## config.mk

```make
export PLATFORM = sky130hd
export DESIGN_NAME = fetch_queue_stage
export DESIGN_NICKNAME = d
export VERILOG_FILES = /design/src/rtl/cpu_pkg.sv /design/src/rtl/fetch_fifo.sv /design/src/rtl/fetch_queue_stage.sv
export SDC_FILE = /design/constraint.sdc
export NUM_CORES = 1
export LEC_CHECK = 0
export ABC_CLOCK_PERIOD_IN_PS = 4400
export CORE_MARGIN = 5
export CORE_UTILIZATION = 63
export CTS_BUF_LIST = sky130_fd_sc_hd__clkbuf_8
export DETAILED_ROUTE_END_ITERATION = 7
export DONT_BUFFER_PORTS = 1
export GPL_ROUTABILITY_DRIVEN = 0
export PLACE_DENSITY = 0.84
export SLEW_MARGIN = 25
export SYNTH_ARGS = -nofsm -noshare
export SYNTH_HDL_FRONTEND = slang
export SYNTH_HIERARCHICAL = 1
export SYNTH_SLANG_ARGS = --single-unit
```

## constraint.sdc

```tcl
create_clock -name clk -period 4.4 [get_ports clk]
set_input_delay 0 -clock clk [delete_from_list [all_inputs] [get_ports clk]]
set_output_delay 0 -clock clk [all_outputs]
set_load 0.02 [all_outputs]
```

## src/rtl/cpu_pkg.sv

```systemverilog
`default_nettype none
// ============================================================================
// Package     : cpu_pkg
// Description : Shared CPU-wide types and constants for the fetch front end:
//               address width, reset PC, PC increment and the fetch packet.
// Revision    : 1.0 - initial release
// ============================================================================
package cpu_pkg;

  localparam int CPU_ADDR_W = 32;

  localparam logic [CPU_ADDR_W-1:0] CPU_RESET_PC = '0;

  // One ARM instruction word per fetch
  localparam logic [CPU_ADDR_W-1:0] PC_INC = CPU_ADDR_W'(4);

  // A fetched word together with the address it was fetched from
  typedef struct packed {
    logic [31:0]           instr;
    logic [CPU_ADDR_W-1:0] pc;
  } fetch_pkt_t;

endpackage
`default_nettype wire

```

## src/rtl/fetch_fifo.sv

```systemverilog
`default_nettype none
// ============================================================================
// Module      : fetch_fifo
// Description : DEPTH-entry synchronous FIFO of fetch packets with push, pop
//               and a flush that empties the queue in one cycle. Head data is
//               read straight from the storage array (registered state only).
// Revision    : 1.0 - initial release
// ============================================================================
module fetch_fifo
  import cpu_pkg::*;
#(
  parameter  int DEPTH = 4,
  localparam int PTR_W = $clog2(DEPTH)
) (
  input  logic             clk,
  input  logic             reset,
  input  logic             flush_i,
  input  logic             push_i,
  input  fetch_pkt_t       push_data_i,
  input  logic             pop_i,
  output fetch_pkt_t       head_o,
  output logic [PTR_W:0]   count_o,
  output logic             empty_o
);

  localparam logic [PTR_W:0] DEPTH_CNT = (PTR_W+1)'(DEPTH);

  fetch_pkt_t       mem_q [DEPTH];
  logic [PTR_W-1:0] wr_ptr_q;
  logic [PTR_W-1:0] rd_ptr_q;
  logic [PTR_W:0]   count_q;

  logic w_pop;
  logic w_push;

  // A pop needs data; a push into a full queue is only legal alongside a pop
  assign w_pop  = pop_i && (count_q != '0);
  assign w_push = push_i && ((count_q != DEPTH_CNT) || w_pop);

  // Pointer and occupancy bookkeeping; flush discards everything at once
  always_ff @(posedge clk) begin
    if (reset || flush_i) begin
      wr_ptr_q <= '0;
      rd_ptr_q <= '0;
      count_q  <= '0;
    end else begin
      if (w_push) wr_ptr_q <= wr_ptr_q + 1'b1;
      if (w_pop)  rd_ptr_q <= rd_ptr_q + 1'b1;
      case ({w_push, w_pop})
        2'b10:   count_q <= count_q + 1'b1;
        2'b01:   count_q <= count_q - 1'b1;
        default: count_q <= count_q;
      endcase
    end
  end

  // Storage array; contents need no reset since count gates visibility
  always_ff @(posedge clk) begin
    if (w_push) mem_q[wr_ptr_q] <= push_data_i;
  end

  assign head_o  = mem_q[rd_ptr_q];
  assign count_o = count_q;
  assign empty_o = (count_q == '0);

endmodule
`default_nettype wire

```

## src/rtl/fetch_queue_stage.sv

```systemverilog
`default_nettype none
// ============================================================================
// Module      : fetch_queue_stage
// Description : ARM instruction-fetch stage. Owns the PC, drives a
//               synchronous-read instruction memory (data one cycle after the
//               request), buffers words in a prefetch queue and presents
//               {instr, pc} to decode over valid/ready. Redirects flush the
//               queue and squash the response arriving in the same cycle.
//               Optional macro FETCH_ALIGN_CHECK_EN: a misaligned redirect
//               target raises a sticky fetch_fault and halts fetching.
// Revision    : 1.0 - initial release
// ============================================================================
module fetch_queue_stage
  import cpu_pkg::*;
#(
  parameter int                DEPTH    = 4,
  parameter int                ADDR_W   = CPU_ADDR_W,
  parameter int                IMEM_AW  = 10,
  parameter logic [ADDR_W-1:0] RESET_PC = ADDR_W'(CPU_RESET_PC)
) (
  input  logic               clk,
  input  logic               reset,
  output logic               imem_req,
  output logic [IMEM_AW-1:0] imem_addr,
  input  logic [31:0]        imem_rdata,
  input  logic               redirect_valid,
  input  logic [ADDR_W-1:0]  redirect_pc,
  output logic               out_valid,
  input  logic               out_ready,
  output logic [31:0]        out_instr,
  output logic [ADDR_W-1:0]  out_pc,
  output logic [ADDR_W-1:0]  out_pc_plus8,
  output logic               fetch_fault
);

  localparam int             PTR_W     = $clog2(DEPTH);
  localparam logic [PTR_W:0] DEPTH_CNT = (PTR_W+1)'(DEPTH);

  logic [ADDR_W-1:0] pc_q,       pc_d;
  logic [ADDR_W-1:0] req_pc_q,   req_pc_d;
  logic              inflight_q, inflight_d;

  logic [ADDR_W-1:0] w_redir_pc;
  logic              w_halt;
  logic              w_issue;
  logic              w_push;
  logic [PTR_W:0]    w_count;
  logic [PTR_W:0]    w_occupancy;
  fetch_pkt_t        w_push_pkt;
  fetch_pkt_t        w_head;
  logic              w_empty;

`ifdef FETCH_ALIGN_CHECK_EN
  logic fault_q, fault_d;

  assign w_redir_pc  = redirect_pc;
  assign w_halt      = fault_q;
  assign fetch_fault = fault_q;

  // Fault is sticky: set by any redirect to a non-word-aligned target
  always_comb begin
    fault_d = fault_q;
    if (redirect_valid && (redirect_pc[1:0] != 2'b00)) fault_d = 1'b1;
  end

  // Fault flag register, cleared only by reset
  always_ff @(posedge clk) begin
    if (reset) fault_q <= 1'b0;
    else       fault_q <= fault_d;
  end
`else
  // Low address bits of a redirect carry no meaning for word fetch
  assign w_redir_pc  = redirect_pc & ~ADDR_W'(3);
  assign w_halt      = 1'b0;
  assign fetch_fault = 1'b0;
`endif

  // Queued words plus the one possibly in flight must fit in the queue
  assign w_occupancy = w_count + (PTR_W+1)'(inflight_q);
  assign w_issue     = !reset && !redirect_valid && !w_halt && (w_occupancy < DEPTH_CNT);

  // A response arriving in a redirect cycle belongs to the old path
  assign w_push     = inflight_q && !redirect_valid;
  assign w_push_pkt = '{instr: imem_rdata, pc: CPU_ADDR_W'(req_pc_q)};

  assign imem_req  = w_issue;
  assign imem_addr = pc_q[IMEM_AW+1:2];

  // Next PC: redirect beats sequential advance; request PC latched on issue
  always_comb begin
    pc_d       = pc_q;
    req_pc_d   = req_pc_q;
    inflight_d = w_issue;
    if (redirect_valid) begin
      pc_d = w_redir_pc;
    end else if (w_issue) begin
      pc_d     = pc_q + ADDR_W'(PC_INC);
      req_pc_d = pc_q;
    end
  end

  // PC, in-flight flag and request-address registers
  always_ff @(posedge clk) begin
    if (reset) begin
      pc_q       <= RESET_PC;
      req_pc_q   <= RESET_PC;
      inflight_q <= 1'b0;
    end else begin
      pc_q       <= pc_d;
      req_pc_q   <= req_pc_d;
      inflight_q <= inflight_d;
    end
  end

  fetch_fifo #(
    .DEPTH (DEPTH)
  ) u_fifo (
    .clk         (clk),
    .reset       (reset),
    .flush_i     (redirect_valid),
    .push_i      (w_push),
    .push_data_i (w_push_pkt),
    .pop_i       (out_ready),
    .head_o      (w_head),
    .count_o     (w_count),
    .empty_o     (w_empty)
  );

  assign out_valid    = !w_empty;
  assign out_instr    = w_head.instr;
  assign out_pc       = ADDR_W'(w_head.pc);
  assign out_pc_plus8 = out_pc + ADDR_W'(8);

endmodule
`default_nettype wire

```

# Word-level counts from Yosys, hierarchy flattened
# Memory sizes are Yosys's and may differ from the RTL's. A register that Yosys moved wholly into a read port is not among the register bits.
# Index checks and enable logic that the tools add are counted.
# op_classes
add_sub_neg	7
n_mul	0
n_div	0
order_cmp	1
n_eq_ne	3
shifts	0
mux	7
bitwise	1
n_reduce_logical	16
# op_table
op	count
$mux 32	2
$add 32x3->32 const B	1
$add 32x4->32 const B	1
$pmux 3 s2	1
$logic_and 1x1->1	5
$add 2x1->2 const B	2
$mux 2	2
$reduce_bool 2->1	2
$add 3x1->3	1
$add 3x1->3 const B	1
$logic_not 1->1	3
$logic_not 3->1	1
$lt 3x3->1 const B	1
$ne 3x3->1 const B	1
$reduce_bool 3->1	1
$sub 3x1->3 const B	1
$eq 2x1->1 const B	1
$eq 2x2->1 const B	1
$logic_or 1x1->1	2
$mux 1	2
$reduce_and 2->1	1
$reduce_or 2->1	1
$not 1->1	1
# totals
ff_bits	72
latchBits	0
mem_bits_rw	256
romBits	0
in_bits	68
out_inout_bits	109
word_cells	43
mem_count	1
# memory_table
memory	depth	width	read_ports	rd_ports_with_merged_regs	write_ports	line	source
u_fifo.mem_q	4	64	1	1	1	fetch_fifo.sv:28	fetch_pkt_t mem_q [DEPTH];

# Longest topological paths before layout
# logic_depth
word_depth	6
ltp_mapped	9
mapped_depth_nobuf	6

# Cells and area by module
# Netlist, hierarchy kept.
# modules_own_cells
mod	instances	cells_per_inst	area_per_inst_um2	seq_area_each_um2
fetch_fifo	1	391	9765.6	7867.5
fetch_queue_stage	1	471	3754.9	1221.2

# Least setup slack after synthesis
# Ideal clock, no wire load.
# synth_timing
path_kind	input port to flip-flop
startpoint	input redirect_valid
endpoint	memory u_fifo/mem_q[0][0] in the netlist's numbering (enable)
setup_time_ns	0.429
arrival_time_ns	2.464
required_ns	3.971
slack_ns	1.507
path_stages	6
path_buffers	3
cell_sequence	clkbuf_1 > buf_1 > nor2b_1 > buf_2 > nor2b_2 > and2_1
# synth_via
elab_chain_cells	5
# synth_lines
item	line	source
start, declared	fetch_queue_stage.sv:26	input logic redirect_valid,
$logic_not 1->1	fetch_queue_stage.sv:83	assign w_push = inflight_q && !redirect_valid;
$logic_and 1x1->1	fetch_queue_stage.sv:83	
via w_push	fetch_queue_stage.sv:46	logic w_push;
$logic_and 1x1->1	fetch_fifo.sv:38	assign w_push = push_i && ((count_q != DEPTH_CNT) || w_pop);
$mux 1	fetch_fifo.sv:59	if (w_push) mem_q[wr_ptr_q] <= push_data_i;
$mux 1 (not written as such)	fetch_fifo.sv:59	
end, declared	fetch_fifo.sv:28	
# The timed path passes the listed nets, and every way through them passes these cells.

==> flow_summary.rst <==
.. list-table::
   :header-rows: 1

   * - Metric
     - Value
   * - Global routing usage summed across all routing layers
     - 0.2366
   * - Post-synth top flop
     - sky130_fd_sc_hd__edfxtp_1
   * - Rows
     - 53
   * - Area of the mapped netlist
     - 13520 µm²
   * - Routed via count
     - 7875
   * - Worst supply voltage drop on vdd
     - 0.2799 mV
   * - Fin Setup TNS
     - 0 ns
   * - Top cells by area, synth
     - sky130_fd_sc_hd__edfxtp_1, sky130_fd_sc_hd__mux4_2, sky130_fd_sc_hd__dfxtp_1
   * - Min-Delay Endpoint
     - pc_q[31]
   * - Diode count
     - 0
   * - GR Overflow Total
     - 0
   * - Power per standard cell area
     - 397.4 nW/µm²
   * - Number of violations of the max-capacitance limit
     - 0
   * - List of cells traversed by the critical path
     - mux4_2 -> nand3_1 -> nor4_1 -> nand4_1 -> xnor2_1
   * - EDFF count, synth
     - 256
   * - Final Core Density
     - 0.7261
   * - Number of detailed-route iterations in the first pass
     - 5
   * - Number of clock sinks
     - 326
   * - Clock buffer depth
     - 3
   * - H-tree depth
     - 2
   * - Final-stage net count
     - 1020
   * - Number of buffers added for setup after CTS
     - 0
   * - Drt total wl
     - 28.90 mm
   * - R2R Setup Slk
     - 1.35 ns
   * - Post-layout min period
     - 3.741 ns
   * - Standard cell with the maximum stage delay on the critical path
     - sky130_fd_sc_hd__nor4_1
   * - Final hold slack
     - 0.06398 ns
   * - Required time of the worst setup path
     - 4.40 ns
   * - Port Buf Inserts
     - 0
   * - Unrepaired setup endpoints after global routing
     - no
   * - Number of cells on the worst hold path
     - 3
   * - Post-route antenna net violation count
     - 0
   * - CTS tree
     - done
   * - Global-route wire length before repair
     - 45.03 mm
   * - Final hold violations
     - 0
   * - Post-CTS Hold Buffers
     - 69
   * - Worst Clk Skew
     - 0.01723 ns
   * - Number of buffers created by CTS
     - 50
   * - Pin count of the biggest net entering global routing
     - 66
   * - Worst Path Buf+Inv
     - 0
   * - Worst reg-to-reg path cell count
     - 6
   * - Area added between synthesis and finish
     - 13.25%
   * - Startpoint types
     - register
   * - Clock transition at path regs
     - 0.06 ns
   * - Slew margin rel.
     - 0.3327
   * - Crit path max-delay family
     - simple AND/OR/NAND/NOR gates
   * - Share of synthesized flip-flops with an asynchronous set or reset
     - 0
   * - Share of final-layout standard cells stronger than drive strength 1
     - 0.1795
   * - Leak Pwr
     - 4.916 nW
   * - Number of global-route vias before repair
     - 7887
   * - Residual DRC
     - 0
   * - Arrival time of the worst setup path
     - 3.74 ns
   * - Critical Path Fanout Max
     - 33
   * - Reg2reg start
     - pc_q[3]
   * - Detailed-route wire length per cell
     - 22.92 µm
   * - Endpoint of the lowest-slack register-to-register path
     - pc_q[14]
   * - Synthesized area per cell
     - 15.68 µm²
   * - Number of DRC violations after detailed-routing iteration 0
     - 676
   * - Classification of the worst-slack hold path
     - primary input to register
   * - Cell type contributing the most total cell area after synthesis
     - sky130_fd_sc_hd__edfxtp_1
   * - Crit path largest cell delay
     - 0.89 ns
   * - Area share of the leading cell type in the synthesized netlist
     - 0.5686
   * - Total of flip-flops plus latches after synthesis
     - 326
   * - Synthesized instance count
     - 862
   * - Worst-skew pair later-pin latency
     - 0.56 ns
   * - Final critical-path share of the clock period
     - 0.8502
   * - Placed standard-cell area
     - 13670 µm²
   * - Share of the yosys chip area belonging to registers
     - 0.6722
   * - Clock tree root buffer cell
     - sky130_fd_sc_hd__clkbuf_8
   * - HPWL after DPL
     - 17.17 mm
   * - Die width
     - 156.5 µm
   * - Initial Utilization
     - 0.6412
   * - Result of the run
     - finished clean
   * - Design area
     - 15310 µm²
   * - Area of the core
     - 21090 µm²
   * - CP endpoint kind
     - output pin
   * - Resized Gates After CTS
     - 0
   * - Height of the die
     - 156.5 µm
   * - Worst-margin pin slew
     - 0.9961 ns
   * - Number of distinct library cells after synthesis
     - 68
   * - DR vias/cell
     - 6.245
   * - Area enclosed by the die boundary
     - 24490 µm²
   * - Setup violation total in the final timing report
     - 0
   * - Max-slew violation total from the final report
     - 0
   * - Synthesis warning total
     - 6
   * - Number of antenna violations at the first check in global routing
     - 0
   * - Top-level port count
     - 177
   * - Crit Path Class
     - register to output pin
   * - Startpoint of the worst hold path
     - redirect_valid
   * - Fmax
     - 0.2673 GHz
[power breakdown]
group | switching (mW) | internal (mW) | total, mW
registers | 0.0719 | 3.37 | 3.45
clock network | 1.14 | 1.22 | 2.37
logic | 0.161 | 0.111 | 0.272
total | 1.38 | 4.71 | 6.09
[layout by cell type, fill, tap and decap left out, types with 13 or more instances in the layout]
master                            n
sky130_fd_sc_hd__clkinv_1        15
sky130_fd_sc_hd__edfxtp_1       256
sky130_fd_sc_hd__a311oi_1        16
sky130_fd_sc_hd__o31ai_1         13
sky130_fd_sc_hd__nand2b_1        30
sky130_fd_sc_hd__inv_1           29
sky130_fd_sc_hd__dlygate4sd3_1   67
sky130_fd_sc_hd__xnor2_1         24
sky130_fd_sc_hd__nand3_1         29
sky130_fd_sc_hd__buf_4           14
sky130_fd_sc_hd__mux4_2          64
sky130_fd_sc_hd__nand4_1         18
sky130_fd_sc_hd__nor2_1          42
sky130_fd_sc_hd__nand2_1         52
sky130_fd_sc_hd__dfxtp_1         68
sky130_fd_sc_hd__clkbuf_8        52
sky130_fd_sc_hd__o21ai_0         32
[registers in the layout (all words and copies together) (netlist names), named ones only]
name and count:
u_fifo/mem_q 256, pc_q 30, inflight_q 1, u_fifo/rd_ptr_q 2
u_fifo/wr_ptr_q 2, u_fifo/count_o 3, req_pc_q 30
[through the flow]
| step | setup WS [ns] | instances | total power, mW |
|---|---|---|---|
| 2_1_floorplan | 1.507 | 870 | 3.667 |
| 3_3_place_gp | 1.258 | 1099 | 3.689 |
| 3_5_place_dp | 1.233 | 1099 | 3.698 |
| 4_1_cts | 0.6237 | 1261 | 6.102 |
| 5_1_grt | 0.3203 | 1261 | 6.319 |
| 6_report | 0.6591 | 1261 | 6.085 |
[cells by family after synthesis]
group / Yosys count / share of synthesized area
xor+xnor: 35 / 0.02267
buf+inv: 79 / 0.03109
flops: 326 / 0.6722
fa+ha+maj: 7 / 0.007033
other cells: 1 / 0.0002774
compound gates: 97 / 0.05386
mux: 68 / 0.1098
simple gates: 249 / 0.1031
[area by class of cell]
| type | instances | area (µm²) |
|---|---|---|
| multi-input combinational | 465 | 4056 |
| sequential | 326 | 9094 |
| timing repair buffer | 83 | 800.8 |
| tap | 275 | 344.1 |
| clock buffer | 52 | 715.7 |
| clock inverter | 41 | 230.2 |
| inverter | 19 | 71.32 |
| fill | 1246 | 5776 |
[synthesized netlist by cell type (3+ instances only)]
library cell and instances:
sky130_fd_sc_hd__nor3_1 9, sky130_fd_sc_hd__a311oi_1 16, sky130_fd_sc_hd__nor4_1 11, sky130_fd_sc_hd__and3_1 5, sky130_fd_sc_hd__o21ai_0 32, sky130_fd_sc_hd__xnor2_1 25
sky130_fd_sc_hd__xor2_1 10, sky130_fd_sc_hd__inv_1 18, sky130_fd_sc_hd__nand3_1 29, sky130_fd_sc_hd__nand2b_1 30, sky130_fd_sc_hd__a221oi_1 4, sky130_fd_sc_hd__nand4_1 18
sky130_fd_sc_hd__a2111oi_1 4, sky130_fd_sc_hd__a2111oi_0 4, sky130_fd_sc_hd__or4_1 8, sky130_fd_sc_hd__nor2b_1 7, sky130_fd_sc_hd__o31ai_1 13, sky130_fd_sc_hd__edfxtp_1 256
sky130_fd_sc_hd__o41a_1 6, sky130_fd_sc_hd__buf_2 4, sky130_fd_sc_hd__ha_1 6, sky130_fd_sc_hd__nand2_1 52, sky130_fd_sc_hd__and4_1 4, sky130_fd_sc_hd__buf_1 4
sky130_fd_sc_hd__and4_2 3, sky130_fd_sc_hd__nand3b_1 3, sky130_fd_sc_hd__or2_2 4, sky130_fd_sc_hd__clkbuf_1 25, sky130_fd_sc_hd__buf_6 4, sky130_fd_sc_hd__mux4_2 64
sky130_fd_sc_hd__and2_1 7, sky130_fd_sc_hd__buf_4 21, sky130_fd_sc_hd__a31oi_1 4, sky130_fd_sc_hd__nor2_1 42, sky130_fd_sc_hd__dfxtp_1 70
[layer usage]
metal | vias up | GRT usage | share of wire
met5 | - | 0 | 0
met4 | 0 | 0.04835 | 0.0073
met3 | 19 | 0.05006 | 0.087
met2 | 402 | 0.3821 | 0.49
met1 | 3909 | 0.3412 | 0.42
li1 | 3545 | - | -
[worst max-delay path by stage]
stage                         endpoint  slack (ns)            from  depth (start not counted)
floorplan           u_fifo/mem_q[0][0]        1.51  redirect_valid                          6
global placement      out_pc_plus8[29]        1.26        register                          5
detailed placement    out_pc_plus8[29]        1.23        register                          5
CTS                   out_pc_plus8[29]        0.62        register                          5
global route          out_pc_plus8[30]        0.32        register                          5
finish                out_pc_plus8[29]        0.66        register                          5
[tightest hold or removal path, delay by kind of cell]
kind / cells / cell delay [ns]
compound gates: 1 / 0.08
buf+inv: 1 / 0.30
simple gates: 1 / 0.18
Power figures use the tool's default switching activity.
